<file path="src/rtl/expr_eval_pkg.sv">
// Shared definitions for the expression evaluator and its character recognizer:
// FSM state encodings and the ASCII constants of the expression alphabet.
package expr_eval_pkg;

  typedef enum logic [1:0] {
    INIT = 2'd0,
    NUM  = 2'd1,
    OP   = 2'd2,
    FAIL = 2'd3
  } state_t;

  localparam logic [7:0] CH_0   = 8'h30;
  localparam logic [7:0] CH_9   = 8'h39;
  localparam logic [7:0] CH_ADD = 8'h2B;
  localparam logic [7:0] CH_MUL = 8'h2A;

endpackage

</file>
<file path="src/rtl/expr_eval_char_class.sv">
// Combinational ASCII classifier: flags digits and the two operators and
// extracts the numeric value of a digit (zero for anything else).
module char_class
  import expr_eval_pkg::*;
(
  input  logic [7:0] ch,
  output logic       is_digit,
  output logic       is_add,
  output logic       is_mul,
  output logic [3:0] dval
);

  logic [7:0] off_s;

  // Classify the character and derive the digit value
  always_comb begin
    off_s    = ch - CH_0;
    is_digit = (ch >= CH_0) && (ch <= CH_9);
    is_add   = (ch == CH_ADD);
    is_mul   = (ch == CH_MUL);
    if (is_digit) begin
      dval = off_s[3:0];
    end else begin
      dval = 4'd0;
    end
  end

endmodule

</file>
<file path="src/rtl/expr_eval.sv">
// Streaming evaluator for digit ('+'|'*' digit)* with '*' binding tighter
// than '+'; result/ok/err are registered and track every consumed character.
module expr_eval
  import expr_eval_pkg::*;
#(
  parameter int W = 16
) (
  input  logic         clk,
  input  logic         clr,
  input  logic [7:0]   in,
  input  logic         in_valid,
  output logic [W-1:0] result,
  output logic         ok,
  output logic         err
);

  state_t         state_r, state_s;
  logic [W-1:0]   sum_r, sum_s;
  logic [W-1:0]   prod_r, prod_s;
  logic           pend_mul_r, pend_mul_s;
  logic [W-1:0]   result_s;
  logic           ok_s, err_s;
  logic           is_digit_s, is_add_s, is_mul_s;
  logic [3:0]     dval_s;
  logic [W-1:0]   dval_w_s;
  logic [W-1:0]   prod_new_s;
  logic           go_fail_s;

  char_class u_char_class (
    .ch       (in),
    .is_digit (is_digit_s),
    .is_add   (is_add_s),
    .is_mul   (is_mul_s),
    .dval     (dval_s)
  );

  // Next-state and datapath: sum holds completed terms, prod the open term
  always_comb begin
    state_s    = state_r;
    sum_s      = sum_r;
    prod_s     = prod_r;
    pend_mul_s = pend_mul_r;
    result_s   = result;
    ok_s       = ok;
    err_s      = err;
    go_fail_s  = 1'b0;
    dval_w_s   = {{(W-4){1'b0}}, dval_s};
    if (pend_mul_r) begin
      prod_new_s = prod_r * dval_w_s;
    end else begin
      prod_new_s = dval_w_s;
    end

    if (in_valid) begin
      case (state_r)
        INIT, OP: begin
          if (is_digit_s) begin
            state_s  = NUM;
            prod_s   = prod_new_s;
            result_s = sum_r + prod_new_s;
            ok_s     = 1'b1;
          end else begin
            go_fail_s = 1'b1;
          end
        end
        NUM: begin
          if (is_add_s) begin
            state_s    = OP;
            sum_s      = sum_r + prod_r;
            pend_mul_s = 1'b0;
            ok_s       = 1'b0;
          end else if (is_mul_s) begin
            state_s    = OP;
            pend_mul_s = 1'b1;
            ok_s       = 1'b0;
          end else begin
            go_fail_s = 1'b1;
          end
        end
        FAIL: begin
          state_s = FAIL;
        end
        default: begin
          go_fail_s = 1'b1;
        end
      endcase
    end else begin
      state_s = state_r;
    end

    // Entering FAIL pins the outputs until the next reset
    if (go_fail_s) begin
      state_s  = FAIL;
      result_s = '0;
      ok_s     = 1'b0;
      err_s    = 1'b1;
    end else begin
      err_s = err_s;
    end
  end

  // State, datapath and output registers
  always_ff @(posedge clk or negedge clr) begin
    if (!clr) begin
      state_r    <= INIT;
      sum_r      <= '0;
      prod_r     <= '0;
      pend_mul_r <= 1'b0;
      result     <= '0;
      ok         <= 1'b0;
      err        <= 1'b0;
    end else begin
      state_r    <= state_s;
      sum_r      <= sum_s;
      prod_r     <= prod_s;
      pend_mul_r <= pend_mul_s;
      result     <= result_s;
      ok         <= ok_s;
      err        <= err_s;
    end
  end

endmodule
</file>
<file path="config.mk">
export PLATFORM = sky130hd
export DESIGN_NAME = expr_eval
export DESIGN_NICKNAME = d
export VERILOG_FILES = /design/src/rtl/expr_eval_pkg.sv /design/src/rtl/expr_eval_char_class.sv /design/src/rtl/expr_eval.sv
export SDC_FILE = /design/constraint.sdc
export NUM_CORES = 1
export LEC_CHECK = 0
export CORE_MARGIN = 1.5
export CORE_UTILIZATION = 24
export DETAILED_ROUTE_END_ITERATION = 16
export PLACE_DENSITY_LB_ADDON = 0.12
export RECOVER_POWER = 50
export SETUP_SLACK_MARGIN = 0.4
export SLEW_MARGIN = 20
export SYNTH_ARGS = -nofsm -noshare
export SYNTH_HDL_FRONTEND = slang
export SYNTH_SLANG_ARGS = --single-unit
</file>
<file path="constraint.sdc">
create_clock -name clk -period 6.4 [get_ports clk]
set_clock_uncertainty 0.1 [all_clocks]
set_input_delay 1.28 -clock clk [delete_from_list [all_inputs] [get_ports clk]]
set_output_delay 1.28 -clock clk [all_outputs]
set_load 0.005 [all_outputs]
</file>
# Yosys cells after proc, flatten, opt, wreduce, memory -nomap -nowiden
# Cells that the tools add are included.
# classes
n_addsub,3
n_mul,1
magnitude_cmp,2
eq_ne,7
muxes,25
reduce_logical,14
# op_table
cell,count
16-bit two-way mux,5
16-bit adder,2
8-bit by 6-bit equality test with 1-bit output (second input constant),2
16-bit by 4-bit multiplier with 16-bit output,1
3-bit AND reduction,5
1-bit two-way mux,11
2-bit two-way mux,5
8-bit by 6-bit greater-or-equal comparator with 1-bit output (second input constant),1
8-bit by 6-bit <= comparator with 1-bit output (second input constant),1
2-bit nonzero test,4
2-bit case mux with 3 select lines,1
2-bit equality test (second input constant),2
4-bit two-way mux,1
4-bit != test (second input constant),1
1-bit case mux with 2 select lines,2
4-bit AND reduction,1
4-bit by 1-bit subtractor with 4-bit output (second input constant),1
3-bit != test (second input constant),1
3-bit nonzero test,1
2-bit by 1-bit equality test with 1-bit output (second input constant),1
2-bit zero test,1
2-bit OR reduction,1
1-bit logical AND,1
# word_totals
regBits,53
input_bits,11
output_inout_bits,18
wordCells,59

# Depth between registers and ports, before layout
# Gate-level depths: netlist of the first run.
# logic_depth
word_depth,10
depth_mapped,26
ltp_nobuf,25

# Modules after synthesis
# A second synthesis of the first run with hierarchy kept.
# unflattened
hier_cells,595
area_unflattened_um2,5072.4
# modules_own_cells
module,n_inst,cells_per_inst,area_per_inst_um2,seq_area_each_um2
expr_eval,1,583,4971.0,1326.3
char_class,1,12,101.3,0.0

# Worst setup path after synthesis of the first run
# OpenSTA, ideal clock, no wires.
# synth_timing
path_kind,input-to-reg
start,input in[6]
end,register result[15]
setup_ns,0.121
arrival_ns,6.389
path_slack_ns,-0.210
cell_stages,25
path_cell_list,nor4bb_4 > and4bb_2 > clkbuf_1 > nand2_1 > fa_1 > fa_1 > inv_1 > fa_1 > a21o_1 > a21oi_1 > o21bai_1 > a21oi_1 > o21bai_1 > a21oi_1 > xor2_1 > nor2_1 > ha_1 > a21o_1 > a21oi_1 > o21bai_1 > o21ai_0 > nand2_1 > a21oi_1 > xnor3_1 > a22o_1
# synth_between
elab_chain_cells,10
elab_cells_between_ends,22
cone_classes,1 x add/sub; 1 x mul; 2 x order compare; 2 x eq/ne; 11 x mux; 5 x reduce/logical
# synth_rtl
item,line_no,rtl
start: declaration,expr_eval.sv:10,"input logic [7:0] in,"
8-bit by 6-bit greater-or-equal comparator with 1-bit output / 8-bit by 6-bit <= comparator with 1-bit output (equally long branches),expr_eval_char_class.sv:18,is_digit = (ch >= CH_0) && (ch <= CH_9);
1-bit logical AND (*),expr_eval_char_class.sv:18,
4-bit two-way mux (*),expr_eval_char_class.sv:21,if (is_digit) begin
16-bit by 4-bit multiplier with 16-bit output (*),expr_eval.sv:49,prod_new_s = prod_r * dval_w_s;
16-bit two-way mux (*),expr_eval.sv:48,if (pend_mul_r) begin
named net prod_new_s[10],expr_eval.sv:26,logic [W-1:0] prod_new_s;
16-bit adder (*),expr_eval.sv:60,result_s = sum_r + prod_new_s;
16-bit two-way mux (*),expr_eval.sv:57,if (is_digit_s) begin
16-bit two-way mux (*),expr_eval.sv:55,case (state_r)
16-bit two-way mux (*),expr_eval.sv:54,if (in_valid) begin
16-bit two-way mux (*),expr_eval.sv:92,if (go_fail_s) begin
end signal: assignment,expr_eval.sv:117,result <= result_s;
end: declaration,expr_eval.sv:12,"output logic [W-1:0] result,"
# Mark *: on every way through the listed nets, which the timed path passes. The rest lies on a longest branch. The select of a mux whose other input is x is not followed.
# A chain may end at the register's enable or synchronous reset.

# Final worst setup path of the first run
# Same ends and word-level chain as after synthesis.

==> impl_results.md, run 1 <==
* Initial antenna violation count at 0
* DPL Wire Length at 9954 um
* Detail Route Antenna Nets at 0
* Grt peak-use layer: met2
* Die width at 147.4 um
* Clk root buf: clkbuf_16
* Synth warn at 0
* Largest net degree at the start of global routing at 54
* Status: complete, but fails checks
* Seq. cell area at 1326 um2
* First drt pass iteration count at 4
* Final slew viol count at 54
* Clk sink count at 53
* Met2 Use GR at 20.80%
* Asr flop ratio synth at 100.0%
* Grt total ovfl at 0
* TritonCTS Buffers at 5
* GR Layer Usage met3 at 0.8642%
* Netlist Area Pre-Place at 5006 um2
* Routed vias at 4,139
* Layout Nets at 742
* Yosys cell types at 50
* Most common cell after layout, fill and taps aside: nand2_1
* First-pass GRT wire length at 21,440 um
* Primary FF master, synth: dfrtp_1
* Starting Density at 24.58%
* Avg Cell Area, Syn at 8.737 um2
* Gr usage total at 12.04%
* Avg WL per Cell at 13.57 um
* Diode count at 0
* Clock slew at reported path FFs at 0.07 ns
* Final critical-path required period at 6.025 ns
* Share of cells above drive strength 1 at 20.94%
* Port bufs at 28
* Required time of the critical path at 6.49 ns
* CP Launch Type: primary input
* Core box area at 20,360 um2
* Synthesized net count at 657
* Final Non-Filler Cells at 929
* RSZ-0062 raised after global routing: true
* Internal power at 0.0004909 W
* H-tree levels at 2
* Final Hold Viols at 0
* Boundary pin count at 29
* Violated checks: max-capacitance violations, max-slew violations
* Slew headroom at -101.8%
* Multi-input logic area at 3632 um2
* Post-route setup TNS at 0 ns
* Vias/cell at 4.455
* Post-synth EDFFs at 0
* Seq pwr share at 53.3%
* Actual slew at the worst max-slew pin at 3.027 ns
* FP Rows at 52
* Number of global-route vias before repair at 4,349
* GRT met1 Usage at 16.56%
* Final period util at 94.14%
* Yosys reg bits at 53
* Achievable clock frequency at 166.0 MHz
* Switch Pwr at 0.0001418 W
* Commonest non-fill, non-tap cells in the layout: nand2_1, buf_4, inv_1, dfrtp_1, ha_1
* Initial DRC count at 143
* Worst Path Arrival at 6.11 ns
* Placed cell count at 910
* Switching share of total power at 22.42%
* Final setup vio count at 0
* Layout area overhead at 28.52%
* VDD IR max at 0.08315 mV
* Pwr dens at 98.35 nW/um2
* DIE AREA at 21,730 um2
* Clk buf depth at 2
* CP Capture Type: flip-flop
* Worst min path class: flip-flop to flip-flop
* Clock power share at 42.8%
* Post-synthesis sequential area ratio at 26.49%
* Worst-Skew Late Latency at 0.29 ns
* Die Y at 147.4 um
* Combinational share of power at 3.9%
* Fillers at 2,126
* Setup CP Type: primary input to flip-flop
* DRT Wirelength at 12,610 um
* GP Congestion at 0.7746
* Mapped Cells at 573
* TritonCTS clock tree: done
* Largest fanout on the critical path at 4
* Leakage at 3.093 nW
* Max_cap viols at 1
* DRC at 0
-- state kept, by name, summed over array words and instances (netlist names) --
signal,count
err,1
ok,1
pend_mul_r,1
prod_r,16
result,16
state_r,2
sum_r,16
-- layer usage --
layer / up-vias / wire (um)
met1: 1998 / 6362
met3: 7 / 130
met4: 0 / 110
met2: 24 / 6004
li1: 2110 / -
met5: - / 0
-- final cells by class --
type / count / area share (%)
clock buffer: 6 / 2.003
clock inverter: 2 / 0.1556
inverter: 60 / 3.501
multi-input combinational: 445 / 56.46
sequential: 53 / 20.61
tap: 270 / 5.251
timing repair buffer: 93 / 12.02
-- through the flow --
| stage | hold slack, ns | power, W | setup WS, ns | utilization, % | area (um2) |
|---|---|---|---|---|---|
| floorplan | 0.3434 | 0.0003499 | 0.1888 | - | 5037 |
| global placement | 0.3624 | 0.0003690 | -0.3546 | 29.33 | 5973 |
| detailed placement | 0.3691 | 0.0003695 | -0.4354 | 29.33 | 5973 |
| CTS | 0.3877 | 0.0006465 | 0.3511 | 30.66 | 6243 |
| global route | 0.4041 | 0.0006597 | 0.04441 | 31.59 | 6434 |
| finish | 0.3756 | 0.0006328 | 0.3753 | 31.59 | 6434 |
-- repair_timing --
item | CTS | global route
pin swaps | 27 | 30
buffers inserted | 4 | 7
setup endpoints to repair | 8 | 6
hold buffers | 0 | 0
hold endpoints to repair | 0 | 0
resized for setup | 42 | 28
-- worst paths after layout --
path,end,slack [ns],from,depth (start not counted)
max reg2reg,result[15],1.58,prod_r[2],22
min in group asynchronous,result[8],1.98,clr,2
max,result[15],0.38,in[6],25
min,err,0.38,err,1
max in group asynchronous,sum_r[5],2.53,clr,2
min reg2reg,err,0.38,err,1
-- logic make-up (layout without fill, tap and decap cells) --
kind of cell	after synthesis	count (layout)	synth area share [%]
buffers and inverters	75	161	5.798
XOR/XNOR	33	33	6.323
adder cells (fa/ha/maj)	73	73	22.29
flip-flops	53	53	26.49
AND/OR/NAND/NOR	204	204	20.64
AO/OA/AOI/OAI	120	120	15.10
multiplexers	15	15	3.349
-- power groups by stage --
stage          sequential, W  combinational (W)  clock [W]
6_report            0.000337          0.0000247   0.000271
5_1_grt             0.000337          0.0000281   0.000294
4_1_cts             0.000337          0.0000253   0.000284
3_5_place_dp        0.000344          0.0000258          0
3_3_place_gp        0.000344          0.0000253          0
2_1_floorplan       0.000343         0.00000657          0
-- synth_stat cells, types with 3 or more instances --
| library cell | count | area, um2 |
|---|---|---|
| a211oi_1 | 10 | 75.07 |
| a21o_1 | 10 | 75.07 |
| a21oi_1 | 27 | 135.1 |
| a311oi_1 | 3 | 26.28 |
| a31oi_1 | 3 | 18.77 |
| and2_1 | 40 | 250.2 |
| and3_1 | 10 | 62.56 |
| and3b_1 | 3 | 26.28 |
| clkbuf_1 | 12 | 45.04 |
| dfrtp_1 | 53 | 1326 |
| fa_1 | 27 | 540.5 |
| ha_1 | 46 | 575.6 |
| inv_1 | 60 | 225.2 |
| mux2_2 | 14 | 157.7 |
| nand2_1 | 77 | 289.0 |
| nand2b_1 | 4 | 25.02 |
| nand3_1 | 6 | 30.03 |
| nor2_1 | 34 | 127.6 |
| nor3_1 | 9 | 45.04 |
| nor3b_1 | 4 | 30.03 |
| o2111ai_1 | 3 | 26.28 |
| o21ai_0 | 38 | 190.2 |
| o21bai_1 | 5 | 37.54 |
| o31ai_1 | 8 | 60.06 |
| or3_1 | 3 | 18.77 |
| xnor2_1 | 19 | 166.4 |
| xor2_1 | 12 | 105.1 |
-- worst max-delay path, cell delays in order --
cell and delay, ns:
buf_8 0.10, nor4bb_4 0.34, and4bb_2 0.33, nand2_2 0.06, fa_1 0.47, fa_1 0.53, inv_2 0.05, fa_2 0.33
a21o_1 0.22, a21oi_4 0.13, o21bai_1 0.08, a21oi_2 0.17, o21bai_2 0.12, a21oi_2 0.14, xor2_1 0.18, nor2_2 0.08
ha_1 0.34, a21o_1 0.17, a21oi_1 0.12, o21bai_1 0.08, o21ai_1 0.18, nand2_1 0.09, a21oi_2 0.12, xnor3_1 0.21
a22o_1 0.18
(Power assumes the default switching activity.)
==> inputs of run 2 (changes only) <==
--- a/config.mk
+++ b/config.mk
@@ -5,9 +5,11 @@
 export SDC_FILE = /design/constraint.sdc
 export NUM_CORES = 1
 export LEC_CHECK = 0
+export CORE_ASPECT_RATIO = 1.75
 export CORE_MARGIN = 1.5
 export CORE_UTILIZATION = 24
 export DETAILED_ROUTE_END_ITERATION = 16
+export GPL_TIMING_DRIVEN = 0
 export PLACE_DENSITY_LB_ADDON = 0.12
 export RECOVER_POWER = 50
 export SETUP_SLACK_MARGIN = 0.4
==> run 2 against run 1 <==
Largest cell class unchanged. Critical endpoint unchanged. The flow still finishes with violations (max-capacitance violations, max-slew violations). Sequential share of layout area grew 0.50 points. Via count rose by 0.29%. Sequential power about the same. Clock-buffer cell count is 1 lower. Cell count shrank 5.1%. Non-clock buffer count decreased by 24. First-iteration DRC count shrank 9.8%.
==> impl_results.md, run 2 (synthesis gave the netlist of run 1 again) <==
* Clk root buf: clkbuf_16
* Vias/cell at 4.706
* Commonest non-fill, non-tap cells in the layout: nand2_1, inv_1, dfrtp_1, ha_1, and2_1
* Starting Density at 24.57%
* Boundary pin count at 29
* Clk sink count at 53
* Avg WL per Cell at 16.97 um
* Violated checks: max-capacitance violations, max-slew violations
* Status: complete, but fails checks
* Clock slew at reported path FFs at 0.07 ns
* Most common cell on crit path: a21oi_2
* Setup CP Type: primary input to flip-flop
* VDD IR max at 0.1302 mV
* Die Y at 194.1 um
* Largest net degree at the start of global routing at 28
* Required time of the critical path at 6.49 ns
* Routed vias at 4,151
* Achievable clock frequency at 157.2 MHz
* Worst Path Arrival at 6.45 ns
* CP Launch Type: primary input
* Leakage at 2.995 nW
* Max_cap viols at 1
* Worst min path class: flip-flop to flip-flop
* Core box area at 20,370 um2
* Detail Route Antenna Nets at 0
* Final period util at 99.42%
* Worst-Skew Late Latency at 0.30 ns
* Grt total ovfl at 0
* Initial DRC count at 129
* Final Hold Viols at 0
* First drt pass iteration count at 7
* TritonCTS Buffers at 5
* R2r worst-path depth at 23
* Final slew viol count at 28
* RSZ-0062 raised after global routing: true
* Hold Crit Depth at 1
* Final critical-path required period at 6.363 ns
* Actual slew at the worst max-slew pin at 1.637 ns
* Met2 WL post-DR at 8635 um
* Met3 wire length at 155 um
* Largest registers: prod_r: 16 flops, result: 16 flops, sum_r: 16 flops
* Port bufs at 28
* Die width at 112.2 um
* GP Congestion at 0.8139
* TritonCTS clock tree: done
* Slowest-stage cell, CP: fa_1
* DPL Wire Length at 12,200 um
* DRC at 0
* Final core occ at 30.83%
* Share of cells above drive strength 1 at 16.72%
* Clk buf depth at 2
* Most common cell after layout, fill and taps aside: nand2_1
* Seq pwr share at 50.0%
* FP Rows at 69
* Number of global-route vias before repair at 4,430
* Gr usage total at 14.10%
* Largest fanout on the critical path at 4
* Initial antenna violation count at 0
* H-tree levels at 2
* Final setup vio count at 0
* Pwr dens at 107.4 nW/um2
* DRT Wirelength at 14,970 um
* DIE AREA at 21,770 um2
* Fillers at 2,164
* Combinational share of power at 3.7%
* Switching share of total power at 21.71%
* DRT met1 WL at 5617 um
* Hold-fix buffers at CTS at 0
* Final hold slack at 0.3801 ns
* Clock power share at 46.3%
* Max Used Layer: met4
* Crit path largest cell delay at 0.54 ns
* Internal power at 0.0005284 W
* CP Capture Type: flip-flop
* Switch Pwr at 0.0001465 W
* Layout Nets at 718
* Diode count at 0
* First-pass GRT wire length at 23,560 um
* Slew headroom at -9.135%
* Layout area overhead at 25.49%
==> run 2: power by group through the flow <==
stage               combinational, W  sequential (W)  clock (W)
floorplan                 0.00000657        0.000343          0
global placement           0.0000256        0.000344          0
detailed placement         0.0000273        0.000344          0
CTS                        0.0000278        0.000337   0.000324
global route               0.0000285        0.000337   0.000334
finish                     0.0000252        0.000337   0.000312
==> run 2: path summary, 6_finish.rpt <==
kind / start / to / slack (ns)
setup reg to reg: prod_r[1] / result[15] / 1.31
hold reg to reg: sum_r[15] / sum_r[15] / 0.38
min in group asynchronous: clr / sum_r[0] / 1.21
max in group asynchronous: clr / sum_r[14] / 2.81
hold / removal: sum_r[15] / sum_r[15] / 0.38
setup / recovery: in[7] / result[15] / 0.04
==> run 2: layout make-up <==
type                       instances  area (um2)  area share (%)
multi-input combinational        445        3692           58.77
buffer                            15       98.84           1.573
sequential                        53        1326           21.11
clock inverter                     2       35.03          0.5577
tap                              248       310.3           4.939
inverter                          60       225.2           3.585
clock buffer                       5       125.1           1.992
timing repair buffer              54       469.2           7.469
==> run 2: stage by stage <==
step	power (W)	TNS, ns	setup WS (ns)	instance area (um2)	cells
CTS	0.0006894	-0.07185	-0.07185	6073	875
finish	0.0006749	0	0.03739	6282	882
global route	0.0007002	-0.4864	-0.2154	6282	882
global placement	0.0003694	-5.649	-1.215	5628	849
floorplan	0.0003499	0	0.1888	5037	573
detailed placement	0.0003711	-6.208	-1.235	5645	850
==> run 2: repair_timing <==
item | in CTS | in global routing
gates resized for setup | 47 | 34
pin swaps | 30 | 27
setup buffers | 18 | 7
hold endpoints to repair | 0 | 0
endpoints found under the setup margin | 12 | 8
==> run 2: per-layer routing <==
layer / up-vias / global-route usage [%]
met2: 49 / 29.04
met4: 0 / 6.235
met3: 17 / 0.8753
li1: 2064 / -
met5: - / 0
met1: 2021 / 14.00
==> run 2: critical path: cells and delay by family <==
kind,cells,cell delay [ns]
simple gates,5,0.92
compound gates,12,1.87
xor+xnor,2,0.40
buf+inv,3,0.28
fa+ha+maj,4,1.72
